$ cat src/rtl/alu_mc.sv
// alu_mc: multi-cycle execute-stage ALU with registered NZCV flags and a start/busy/done handshake.
// Define ALU_MC_MUL_EN to build the iterative shift-add multiplier for op 1010.
module alu_mc #(
    parameter int WIDTH = 32
) (
    input  logic             clk,
    input  logic             reset,
    input  logic             start,
    input  logic [WIDTH-1:0] a,
    input  logic [WIDTH-1:0] b,
    input  logic [3:0]       op,
    input  logic             flag_we,
    output logic             busy,
    output logic             done,
    output logic             illegal,
    output logic [WIDTH-1:0] result,
    output logic [3:0]       flags
);
    logic [WIDTH-1:0] result_q, result_d;
    logic [3:0]       flags_q, flags_d;
    logic             done_q, done_d;
    logic             illegal_q, illegal_d;

    logic [WIDTH-1:0] add_a, add_b, alu_res;
    logic             add_cin, arith, legal;
    logic [WIDTH:0]   sum;
    logic             ovf;
    logic [3:0]       arith_flags, logic_flags;

    always_comb begin : decode
        add_a   = '0;
        add_b   = '0;
        add_cin = 1'b0;
        arith   = 1'b0;
        legal   = 1'b1;
        alu_res = '0;
        case (op)
            4'b0000: alu_res = a & b;
            4'b0001: alu_res = a ^ b;
            4'b0010: begin arith = 1'b1; add_a = a; add_b = ~b; add_cin = 1'b1;       end
            4'b0011: begin arith = 1'b1; add_a = b; add_b = ~a; add_cin = 1'b1;       end
            4'b0100: begin arith = 1'b1; add_a = a; add_b = b;                         end
            4'b0101: begin arith = 1'b1; add_a = a; add_b = b;  add_cin = flags_q[1]; end
            4'b0110: begin arith = 1'b1; add_a = a; add_b = ~b; add_cin = flags_q[1]; end
            4'b0111: begin arith = 1'b1; add_a = b; add_b = ~a; add_cin = flags_q[1]; end
            4'b1000: alu_res = a | b;
            4'b1001: alu_res = a & ~b;
            default: legal = 1'b0;
        endcase
        sum = {1'b0, add_a} + {1'b0, add_b} + {{WIDTH{1'b0}}, add_cin};
        if (arith) alu_res = sum[WIDTH-1:0];
    end

    assign ovf         = (add_a[WIDTH-1] == add_b[WIDTH-1]) && (sum[WIDTH-1] != add_a[WIDTH-1]);
    assign arith_flags = {alu_res[WIDTH-1], alu_res == '0, sum[WIDTH], ovf};
    assign logic_flags = {alu_res[WIDTH-1], alu_res == '0, flags_q[1:0]};

`ifdef ALU_MC_MUL_EN
    localparam int CNT_W = $clog2(WIDTH) + 1;

    typedef enum logic {S_IDLE, S_MUL} state_t;
    state_t           state_q, state_d;
    logic [WIDTH-1:0] mcand_q, mcand_d, mplier_q, mplier_d, acc_q, acc_d, acc_sum;
    logic [CNT_W-1:0] cnt_q, cnt_d;
    logic             fwe_q, fwe_d;

    assign acc_sum = acc_q + (mplier_q[0] ? mcand_q : '0);
    assign busy    = (state_q == S_MUL);
`else
    assign busy    = 1'b0;
`endif

    always_comb begin : next_state
        result_d  = result_q;
        flags_d   = flags_q;
        done_d    = 1'b0;
        illegal_d = 1'b0;
`ifdef ALU_MC_MUL_EN
        state_d   = state_q;
        mcand_d   = mcand_q;
        mplier_d  = mplier_q;
        acc_d     = acc_q;
        cnt_d     = cnt_q;
        fwe_d     = fwe_q;
        if (state_q == S_MUL) begin
            acc_d    = acc_sum;
            mcand_d  = mcand_q << 1;
            mplier_d = mplier_q >> 1;
            cnt_d    = cnt_q - 1'b1;
            // Final iteration's partial product goes straight into result
            if (cnt_q == CNT_W'(1)) begin
                result_d = acc_sum;
                done_d   = 1'b1;
                state_d  = S_IDLE;
                if (fwe_q) flags_d = {acc_sum[WIDTH-1], acc_sum == '0, flags_q[1:0]};
            end
        end else if (start && op == 4'b1010) begin
            mcand_d  = a;
            mplier_d = b;
            acc_d    = '0;
            cnt_d    = CNT_W'(WIDTH);
            fwe_d    = flag_we;
            state_d  = S_MUL;
        end else
`endif
        if (start) begin
            done_d = 1'b1;
            if (legal) begin
                result_d = alu_res;
                if (flag_we) flags_d = arith ? arith_flags : logic_flags;
            end else begin
                result_d  = '0;
                illegal_d = 1'b1;
            end
        end
    end

    always_ff @(posedge clk) begin
        if (reset) begin
            result_q  <= '0;
            flags_q   <= '0;
            done_q    <= 1'b0;
            illegal_q <= 1'b0;
        end else begin
            result_q  <= result_d;
            flags_q   <= flags_d;
            done_q    <= done_d;
            illegal_q <= illegal_d;
        end
    end

`ifdef ALU_MC_MUL_EN
    always_ff @(posedge clk) begin
        if (reset) begin
            state_q  <= S_IDLE;
            mcand_q  <= '0;
            mplier_q <= '0;
            acc_q    <= '0;
            cnt_q    <= '0;
            fwe_q    <= 1'b0;
        end else begin
            state_q  <= state_d;
            mcand_q  <= mcand_d;
            mplier_q <= mplier_d;
            acc_q    <= acc_d;
            cnt_q    <= cnt_d;
            fwe_q    <= fwe_d;
        end
    end
`endif

    assign result  = result_q;
    assign flags   = flags_q;
    assign done    = done_q;
    assign illegal = illegal_q;
endmodule

$ cat config.mk
export PLATFORM = sky130hd
export DESIGN_NAME = alu_mc
export DESIGN_NICKNAME = d
export VERILOG_FILES = /design/src/rtl/alu_mc.sv
export SDC_FILE = /design/constraint.sdc
export NUM_CORES = 1
export LEC_CHECK = 0
export ABC_AREA = 1
export BUFFER_PORTS_ARGS = -buffer_cell sky130_fd_sc_hd__buf_4
export CORE_MARGIN = 2
export CORE_UTILIZATION = 38
export CTS_BUF_LIST = sky130_fd_sc_hd__clkbuf_4
export DETAILED_ROUTE_END_ITERATION = 6
export PLACE_DENSITY = 0.56
export SYNTH_ARGS = -nofsm -noshare
export SYNTH_HDL_FRONTEND = slang
export SYNTH_SLANG_ARGS = --single-unit
$ cat constraint.sdc
create_clock -name clk -period 9.6 [get_ports clk]
set_input_delay 1.44 -clock clk [delete_from_list [all_inputs] [get_ports clk]]
set_output_delay 1.44 -clock clk [all_outputs]
set_load 0.005 [all_outputs]
* Word-level counts from Yosys, hierarchy flattened *
Cells that the tools add are included.

word-level totals
  word-level logic and storage cells = 49
  register bits after elaboration = 38
  output and inout bits = 39
  input port bits = 72

cells by class
  reductions and logical operators = 14
  bitwise operators = 7
  mux-type cells = 10
  equality and inequality tests = 11
  $add $sub $neg = 2

operators with widths
  cell                  count
  $pmux W32 S4          1
  $pmux W32 S3          1
  $and A32 B32 Y32      2
  $mux W32              2
  $not A32 Y32          2
  $pmux W32 S2          1
  $add A32 B32 Y33      1
  $add A33 B1 Y33       1
  $logic_not A32 Y1     1
  $or A32 B32 Y32       1
  $xor A32 B32 Y32      1
  $eq A4 B3 Y1 const B  4
  $reduce_or A10 Y1     1
  $reduce_or A2 Y1      5
  $eq A4 B2 Y1 const B  2
  $eq A4 B4 Y1 const B  2
  $reduce_or A6 Y1      1
  $eq A4 B1 Y1 const B  1
  $logic_not A4 Y1      1
  $mux W1               4
  $reduce_and A4 Y1     1
  $reduce_or A4 Y1      1
  $reduce_and A3 Y1     1
  $reduce_or A3 Y1      1
  other kinds (5)       5

* Logic depth before layout (Yosys ltp) *
  depth in word-level cells = 7
  gate-level depth with buffers = 28

* Worst setup path before layout *
Ideal clock, no wire load.

  kind = input-to-reg
  start = input port op[1]
  end = register flags_q[2] (netlist: flags[2])
  path buffers = 1
  arrival = 4.172 ns
  stages on the path = 24
  setup time = 0.070 ns
  slack = 5.358 ns
  path through = inv_1 -> nor2_1 -> inv_1 -> nor2_1 -> inv_2 -> clkbuf_1 -> o221ai_1 -> fa_1 -> fa_1 -> nand2_1 -> nand2_1 -> nand3_1 -> nand2_1 -> nand2_1 -> nand2_1 -> nand2_1 -> nand3_1 -> nand3_1 -> nand2_1 -> nor2_1 -> nand2_1 -> nor2_1 -> nand3_1 -> a21oi_1

between the ends
  word-level cells in the longest chain between the ends = 7

ends and longest elaborated chain
  what                                                            line    RTL
  from (decl)                                                     11      input logic [3:0] op,
  $eq A4 B3 Y1 or $eq A4 B2 Y1 (tied branches)                    37      case (op)
  $reduce_or A4 Y1 (no line) or $reduce_or A2 Y1 (tied branches)  --
  $pmux W32 S2 or $pmux W32 S3 (tied branches)                    37
  $add A32 B32 Y33                                                50      sum = {1'b0, add_a} + {1'b0, add_b} + {{WIDTH{1'b0}}, add_cin};
  $add A33 B1 Y33                                                 50
  $mux W32                                                        51      if (arith) alu_res = sum[WIDTH-1:0];
  $logic_not A32 Y1                                               55, 56
  to (signal assigned)                                            126     flags_q <= flags_d;
  to (decl)                                                       20      logic [3:0] flags_q, flags_d;

Several ways; a longest one is shown, not always the timed one.
A chain may end at the register's enable or synchronous reset.

* Worst setup path in the final report *
  start = input port op[2]
  end = register flags_q[2] (netlist: flags[2])

Same word-level chain as after synthesis.

==> results.yml <==
drt:
  via_per_inst: 5.12
  vias: 7588
  route.detailed.drc: 0
  drt.antenna.violating_nets: 0
  wl_per_cell_um: 15.5
  drtIter0Drc: 580
  wirelength_um: 23000
  first_pass_iters: 5
floorplanning:
  ios: 111
  dieHeight_um: 134
  die_area_mm2: 0.0180
  core_area_mm2: 0.0166
  start_util_pct: 38.9
  fp-row-count: 47
  die_w_um: 134
placed_design:
  io_buffers: 109
  detailedPlacementHpwl_um: 18300
  gp_congestion: 0.928
synth:
  ys_top_cells_by_area: "nand2_1, ha_1, inv_1"
  yosysSeqAreaShare_pct: 11.8
  synth.distinct_cells: 34
  synth_fa_ha_area_share_pct: 12.8
  synth-seq-cells: 38
  synth_area_per_cell_um2: 5.45
  ys_warn_count: 0
  synth.mux.area_fraction_pct: 0
  synth-xor-area-share_pct: 3.94
  synthSimpleGateAreaFrac_pct: 39.0
  synth_top_area_share_pct: 24.2
  synth-compound-area-share_pct: 17.4
  synth_top_family_by_area: "simple AND/OR/NAND/NOR gates"
  yosysTopAreaCell: "nand2_1"
  synth_area_mm2: 0.00645
  synthArstFlopShare_pct: 0
  syn-num-nets: 1320
  synthCells: 1183
  synthFlopType: "dfxtp_1"
  synth_edf_count: 0
critical_path:
  cp_slowest_cell: "inv_1"
  cp.required_ns: 9.88
  path_class: "primary input to flip-flop"
  worst_setup_path_start_kind: "primary input"
  cpMostUsedCell: "nand2_1"
  cp_max_fo: 33
  critical-path-max-stage-delay_ns: 0.95
  critical-path-top-delay-family: "buffers and inverters"
  crit_start: "op[2]"
  crit_buf_inv: 5
  end_kind: "flip-flop"
  timing.rr.start: "flags[1]$_SDFFE_PP0P_"
  cp_data_arrival_time_ns: 6.44
sta:
  slew_headroom_pct: 17.5
  min_period_over_period_pct: 64.2
  finalCriticalPeriod_ns: 6.16
  final.setup_skew_ns: 0.00436
  drv_slew: 0
  tightest_slew_ns: 1.24
  timing.fmax_ghz: 0.162
  finalSetupViolations: 0
  setup_tns_ns: 0
  rsz0062_at_grt: "no"
  hold_viol: 0
pwr:
  p_total_mw: 0.596
  vdd.ir_drop.worst_uv: 71.3
  leakage_nw: 4.15
  power.density_mw_per_mm2: 79.4
cts:
  cts-htree-levels: 2
  ctsResizeCount: 0
  numClockSinks: 38
  cts-root-buf: "clkbuf_4"
  cts_tree: "yes"
  post_cts_buffers: 0
  cts_buffers: 5
  clk_latency_ns: 0.35
  ctsLongestPathBuffers: 2
  holdBufCountCts: 0
  path_clk_slew_ns: 0.11
run_status:
  status: "complete, no violations"
global_routing:
  antenna_found_initial: 0
  grt_max_degree: 64
  grt_pass1_wl_um: 36300
  track_usage_pct: 25.3
  grt_pass1_vias: 6935
  grt_overflow_total: 0
min_path:
  hp-class: "flip-flop to flip-flop"
  hold_start: "result[17]$_SDFFE_PP0P_"
flow_run:
  maxCapViolCount: 0
cells_and_area:
  drive_above_1_share_pct: 10.3
  nFillCells: 1925
  syn2layout_area_growth_pct: 16.4
  finalNetCount: 1399
  diodes: 0
## cells by family after synthesis
group	Yosys count
fa+ha+maj	65
xor+xnor	29
flops	38
buf+inv	252
compound gates	187
simple gates	611
other cells	1
## per-stage QoR
stage	worst slack [ns]	instance area (um2)	hold slack (ns)	utilization, %	cells
final	3.44	7500	0.471	45.3	1483
after global routing	2.96	7500	0.487	45.3	1483
after detailed placement	3.21	7400	0.458	44.6	1475
after CTS	3.58	7500	0.475	45.3	1483
after global placement	3.31	7400	0.458	44.6	1475
after floorplan	5.36	6450	0.460	-	1183
## Yosys cell counts, drive strengths merged, types with 2 or more instances
master and count:
inv 210, xor2 29, nor3 8, o221ai 31, o22ai 32, clkbuf 26, o21ai 39, buf 15
nor2 81, nand4 11, nand2 418, and2 2, dfxtp 38, or2 2, a21oi 63, a31oi 19
nand3b 14, ha 63, nand3 75, fa 2
## area by class of cell
cell class                 instances  area [um2]  area share [%]
clock buffer                       5        37.5           0.500
clock inverter                     3        63.8           0.850
inverter                         211         792            10.6
multi-input combinational        893        4730            63.0
sequential                        38         761            10.1
tap                              220         275            3.67
timing repair buffer             113         848            11.3
## cell usage in the layout, fill, tap and decap left out
cell | netlist | layout
nand2_1 | 416 | 416
inv_1 | 208 | 208
buf_4 | 2 | 113
nor2_1 | 79 | 77
nand3_1 | 75 | 75
a21oi_1 | 63 | 63
ha_1 | 63 | 63
o21ai_0 | 38 | 38
dfxtp_1 | 38 | 38
o22ai_1 | 32 | 32
o221ai_1 | 31 | 31
xor2_1 | 29 | 29
a31oi_1 | 19 | 19
nand3b_1 | 14 | 14
nand4_1 | 11 | 11
nor3_1 | 8 | 8
clkbuf_4 | 0 | 5
inv_2 | 2 | 2
nor2_2 | 0 | 2
nor2_4 | 2 | 2
clkinv_1 | 1 | 2
and2_1 | 2 | 2
or2_2 | 2 | 2
fa_1 | 2 | 2
bufinv_16 | 0 | 2
a22oi_1 | 1 | 1
nand2_4 | 1 | 1
nand2_2 | 1 | 1
a21o_1 | 1 | 1
o21a_1 | 1 | 1
o21ai_1 | 1 | 1
conb_1 | 1 | 1
## flip-flops by register name, summed over array words and instances (netlist names)
register	cells
illegal	1
done	1
result	32
flags	4
## path summary, 6_finish.rpt
check | endpoint | slack, ns | cells past startpoint
worst max-delay path | flags[2]$_SDFFE_PP0P_ | 3.44 | 26
worst min-delay path | result[17]$_SDFFE_PP0P_ | 0.47 | 2
worst max register to register | flags[2]$_SDFFE_PP0P_ | 6.66 | 19
worst min register to register | result[17]$_SDFFE_PP0P_ | 0.47 | 2
## power by group
part	leakage (nW)	switching (mW)	internal [mW]
Sequential	0.310	0.00526	0.167
Clock	0.0528	0.0531	0.0802
Combinational	3.78	0.182	0.108
## worst min-delay path, cell delays in order, from the launching register on
cell and delay, ns:
dfxtp_1 0.33, nand2_1 0.06, a21oi_1 0.05
## routing by layer
metal | global-route usage, % | vias to the layer above | share of wire, %
met5 | 0 | - | 0
met4 | 7.31 | 0 | 3.0
met3 | 3.21 | 36 | 4.4
met2 | 44.1 | 221 | 47
met1 | 32.5 | 3359 | 45
li1 | - | 3972 | -
No activity file was read; power rests on OpenSTA's default activity.
